## config.mk

```make
export PLATFORM = sky130hd
export DESIGN_NAME = aud_recorder
export DESIGN_NICKNAME = d
export VERILOG_FILES = /design/src/rtl/aud_recorder.sv
export SDC_FILE = /design/constraint.sdc
export NUM_CORES = 1
export LEC_CHECK = 0
export CAP_MARGIN = 20
export CORE_MARGIN = 2
export CORE_UTILIZATION = 40
export DETAILED_ROUTE_END_ITERATION = 16
export SLEW_MARGIN = 5
export SYNTH_ARGS = -nofsm -noshare
export SYNTH_HDL_FRONTEND = slang
export SYNTH_SLANG_ARGS = --single-unit
```

## constraint.sdc

```tcl
create_clock -name i_bclk -period 2.65 [get_ports i_bclk]
set_clock_uncertainty 0.15 [all_clocks]
set_input_delay 0.53 -clock i_bclk [delete_from_list [all_inputs] [get_ports i_bclk]]
set_output_delay 0.53 -clock i_bclk [all_outputs]
set_load 0.01 [all_outputs]
```

## src/rtl/aud_recorder.sv

```systemverilog
// Codec ADC receiver: deserialises left-channel samples (MSB first while lrck is low)
// into parallel words with a sequential write address and start/pause/stop control.
module aud_recorder #(
  parameter int                DATA_W    = 16,
  parameter int                ADDR_W    = 20,
  parameter logic [ADDR_W-1:0] ADDR_LAST = 20'hFFFFF
) (
  input  logic              i_bclk,
  input  logic              i_rst_n,
  input  logic              i_adclrck,
  input  logic              i_adcdat,
  input  logic              i_start,
  input  logic              i_pause,
  input  logic              i_stop,
  output logic [DATA_W-1:0] o_data,
  output logic              o_valid,
  output logic [ADDR_W-1:0] o_address,
  output logic              o_busy,
  output logic              o_done
);

  localparam int               CNT_W    = $clog2(DATA_W);
  localparam logic [CNT_W-1:0] CNT_LAST = CNT_W'(DATA_W - 1);

  typedef enum logic [2:0] {
    S_IDLE,
    S_SYNC,
    S_WAITL,
    S_RECV,
    S_WAITH,
    S_PAUSE,
    S_DONE
  } state_t;

  state_t            state_reg;
  state_t            state_next;
  logic [CNT_W-1:0]  bit_cnt_reg;
  logic [DATA_W-2:0] shift_reg;
  logic [DATA_W-1:0] shift_next;
  logic              pause_req_reg;
  logic              last_strobe;
  logic              pause_armable;
  logic              start_fresh;

  function automatic logic is_busy(input state_t s);
    return (s == S_SYNC) || (s == S_WAITL) || (s == S_RECV) || (s == S_WAITH);
  endfunction

  // Word being assembled: bits received so far with the current serial bit appended.
  genvar gi;
  generate
    assign shift_next[0] = i_adcdat;
    for (gi = 1; gi < DATA_W; gi++) begin : g_shift
      assign shift_next[gi] = shift_reg[gi-1];
    end
  endgenerate

  assign last_strobe   = o_valid && (o_address == ADDR_LAST);
  assign pause_armable = (state_reg == S_WAITL) || (state_reg == S_WAITH) ||
                         (state_reg == S_RECV);
  assign start_fresh   = (state_next == S_SYNC) &&
                         ((state_reg == S_IDLE) || (state_reg == S_DONE));

  always_comb begin
    state_next = state_reg;
    if (i_stop) begin
      state_next = S_IDLE;
    end else begin
      case (state_reg)
        S_IDLE, S_PAUSE, S_DONE: begin
          if (i_start && !i_pause) state_next = S_SYNC;
        end
        S_SYNC: begin
          if (i_adclrck) state_next = S_WAITH;
        end
        S_WAITH: begin
          // The strobe of the last writable address ends recording before any resync.
          if (last_strobe) begin
            state_next = S_DONE;
          end else if (i_adclrck) begin
            state_next = (pause_req_reg || i_pause) ? S_PAUSE : S_WAITL;
          end
        end
        S_WAITL: begin
          if (i_pause) begin
            state_next = S_PAUSE;
          end else if (!i_adclrck) begin
            state_next = S_RECV;
          end
        end
        S_RECV: begin
          if (bit_cnt_reg == CNT_LAST) state_next = S_WAITH;
        end
        default: state_next = S_IDLE;
      endcase
    end
  end

  always_ff @(posedge i_bclk or negedge i_rst_n) begin
    if (!i_rst_n) begin
      state_reg     <= S_IDLE;
      bit_cnt_reg   <= '0;
      shift_reg     <= '0;
      pause_req_reg <= 1'b0;
      o_data        <= '0;
      o_valid       <= 1'b0;
      o_address     <= '0;
      o_busy        <= 1'b0;
      o_done        <= 1'b0;
    end else begin
      state_reg   <= state_next;
      o_busy      <= is_busy(state_next);
      o_done      <= (state_next == S_DONE);
      o_valid     <= 1'b0;
      bit_cnt_reg <= '0;

      if (!is_busy(state_next)) begin
        pause_req_reg <= 1'b0;
      end else if (i_pause && pause_armable) begin
        pause_req_reg <= 1'b1;
      end

      // A strobed sample still counts toward the address even if stop arrives with it.
      if (start_fresh) begin
        o_address <= '0;
      end else if (o_valid && (o_address != ADDR_LAST)) begin
        o_address <= o_address + 1'b1;
      end

      if ((state_reg == S_WAITL) && (state_next == S_RECV)) begin
        shift_reg   <= {{(DATA_W-2){1'b0}}, i_adcdat};
        bit_cnt_reg <= CNT_W'(1);
      end else if ((state_reg == S_RECV) && !i_stop) begin
        shift_reg <= shift_next[DATA_W-2:0];
        if (bit_cnt_reg == CNT_LAST) begin
          o_data  <= shift_next;
          o_valid <= 1'b1;
        end else begin
          bit_cnt_reg <= bit_cnt_reg + 1'b1;
        end
      end
    end
  end

endmodule

```

==> impl_metrics.py <==
metrics = {
    "status": {
        "status": "completed",
    },
    "finish": {
        "largest_register_ffs": 20,
        "nets": 357,
        "drive_gt1_share_pct": 16.7,
        "diodes": 0,
        "syn_to_final_growth_pct": 28.2,
        "final_area_um2": 3800,
        "fin_cells": 452,
    },
    "drt": {
        "dr_total_vias": 2375,
        "dr.pass1.iters": 4,
        "drt_drc_violations_left": 0,
        "viasPerCell": 5.25,
        "wire_per_inst_um": 14.3,
        "first_iter_violations": 91,
        "ant_nets": 0,
        "wl_um": 6460,
    },
    "cts": {
        "cts_hold_buffers": 0,
        "cts_tree": "built",
        "postCtsSetupRepairBufs": 0,
        "clk-insertion-delay-late_ns": 0.33,
        "cts-root-buf": "clkbuf_8",
        "ctsResizeCount": 0,
        "numCtsBuffers": 9,
        "htree_levels": 3,
        "clk_pin_slew_ns": 0.06,
        "clockBufferDepth": 2,
        "clock-sinks": 62,
    },
    "power_and_ir_drop": {
        "p_seq_share_pct": 49.8,
        "p_sw_share_pct": 22.9,
        "irDropWorstVdd_mv": 0.365,
        "pwr-share-comb_pct": 7.7,
        "intPower_mw": 1.51,
        "p_total_mw": 1.96,
        "power_density_nw_per_um2": 516,
        "switchingPower_uw": 451,
        "pwr-share-clk_pct": 42.5,
        "p_leak_nw": 1.61,
    },
    "synthesis": {
        "syn-cell-area_um2": 2970,
        "synthesis.instances": 287,
        "ys_ff_latch": 62,
        "ys.flop_type": "dfrtp_1",
        "yosysTopAreaCellShare_pct": 52.3,
        "synth_edf_count": 0,
        "netlist_top_cells_count": "dfrtp_1 (62), nand2_1 (35), nor2_1 (33)",
        "synth.distinct_cells": 49,
        "ys_seq_area_share_pct": 52.3,
        "async_flop_share_pct": 100,
        "synth_nets": 296,
        "synth.avg_cell_area_um2": 10.3,
        "synth.largest_area_cell": "dfrtp_1",
        "yosysMostFrequentCell": "dfrtp_1",
        "synth_warnings": 0,
        "synthTopCellsByArea": "dfrtp_1 (52%), mux2_2 (6.4%), xnor2_1 (5.3%)",
    },
    "sta": {
        "hold_viol_final": 0,
        "rsz0062_at_grt": "false",
        "slew_viol_final": 0,
        "relSlewSlack_pct": 37.2,
        "fin_crit_ns": 2.37,
        "fin_crit_sh_pct": 89.5,
        "fmax_mhz": 422,
        "setup_viol": 0,
        "tightest_slew_ns": 0.939,
    },
    "placement": {
        "io_buffers": 45,
        "routabilityCongestion": 0.801,
        "dpl.cell_count": 436,
        "dp_hpwl_um": 4430,
        "place_area_um2": 3600,
    },
    "die": {
        "start_util_pct": 41.2,
        "num_rows": 31,
        "dieArea_um2": 8130,
        "die_w_um": 90.2,
        "ioPinCount": 46,
        "die_h_um": 90.2,
        "core_um2": 7210,
    },
    "setup_path": {
        "critPathCaptureType": "flip-flop",
        "arrival_ns": 2.38,
        "critical_path.top_delay_family": "simple AND/OR/NAND/NOR gates",
        "critical_path_class": "in -> reg",
        "crit_fanout": 14,
        "startpoint_type": "input port",
        "crit_slowest_cell": "nor2_1",
        "cp_data_required_time_ns": 2.66,
        "crit_buf_inv": 1,
        "slowest_delay_ns": 0.74,
        "path_cells": "clkdlybuf4s50_1 -> nand2b_1 -> nor3_1 -> a31oi_1 -> nor2_1 -> a21oi_1",
    },
    "grt": {
        "grt_start_max_net_pins": 63,
        "grt_first_pass_wirelength_um": 11200,
        "antenna_found_initial": 0,
        "first_global_vias": 2361,
        "track_usage_pct": 16.9,
        "gr-total-overflow": 0,
    },
    "run": {
        "drv_cap": 0,
    },
    "hold_path": {
        "hold_class": "in -> async",
    },
}
-- layer usage --
| metal | share of wire [%] | global-route usage (%) | vias to the layer above |
|---|---|---|---|
| met4 | 0.74 | 5.13 | 0 |
| met2 | 46 | 26.5 | 63 |
| met1 | 47 | 22.3 | 1164 |
| met3 | 6.2 | 5.78 | 4 |
| li1 | - | - | 1144 |
| met5 | 0 | 0 | - |
-- cells in the final DEF (no fill, tap or decap), types with 3 or more instances in the layout --
master,count
inv_1,4
nand4_1,7
nor2b_1,3
nand2_1,35
xnor2_1,18
nor4_1,8
o211ai_1,3
dfrtp_1,62
buf_4,15
and2_1,3
and4_1,4
clkbuf_8,11
clkdlybuf4s50_1,44
a2111oi_0,4
mux2_2,17
nand3_1,10
o21a_1,3
nor3_1,3
a21oi_1,21
nor2_1,33
a211oi_1,4
-- final timing paths --
path	start	endpoint	slack [ns]	depth (start not counted)
min in group i_bclk	bit_cnt_reg[0]	bit_cnt_reg[0]	0.35	1
worst min register to register	bit_cnt_reg[0]	bit_cnt_reg[0]	0.35	1
worst min-delay path	i_rst_n	pause_req_reg	0.05	2
worst max register to register	state_reg[1]	shift_reg[9]	0.33	5
max in group asynchronous	i_rst_n	o_address[5]	2.03	2
worst max-delay path	i_pause	shift_reg[9]	0.28	6
-- final cells by class --
| type | count | area (um^2) |
|---|---|---|
| clock inverters | 3 | 42.5 |
| repair buffers | 61 | 578 |
| well taps | 99 | 124 |
| clock buffers | 13 | 159 |
| inverters | 4 | 15.0 |
| flip-flops and latches | 62 | 1550 |
| fillers | 669 | 3410 |
| multi-input cells | 210 | 1340 |
-- through the flow --
step / hold WS, ns / TNS, ns / util (%) / worst slack, ns
3_5_place_dp: 0.338 / -0.762 / 49.9 / -0.0749
6_report: 0.0536 / 0 / 52.7 / 0.280
3_3_place_gp: 0.338 / 0 / 49.9 / 0.0137
2_1_floorplan: 0.0844 / 0 / - / 0.696
5_1_grt: 0.0628 / 0 / 52.7 / 0.0434
4_1_cts: 0.0592 / 0 / 52.7 / 0.266
-- power by group through the flow --
stage                     combinational [mW]  sequential (mW)  clock, mW
after floorplan                       0.0720            0.997          0
after global placement                 0.152            0.994          0
after detailed placement               0.155            0.995          0
after CTS                              0.154            0.977      0.863
after global routing                   0.170            0.979      0.906
final                                  0.151            0.977      0.836
-- logic make-up (layout without fill, tap and decap cells) --
| group | Yosys count | in the layout | synth area share, % |
|---|---|---|---|
| buffers and inverters | 15 | 81 | 2.78 |
| xor gates and xnor gates | 20 | 20 | 5.90 |
| muxes | 18 | 18 | 6.78 |
| DFF | 62 | 62 | 52.3 |
| AOI/OAI and AO/OA | 47 | 47 | 10.3 |
| adders and majority gates | 2 | 2 | 0.843 |
| and+or+nand+nor | 123 | 123 | 21.2 |
Note: power is estimated with default switching activity, not from simulation.
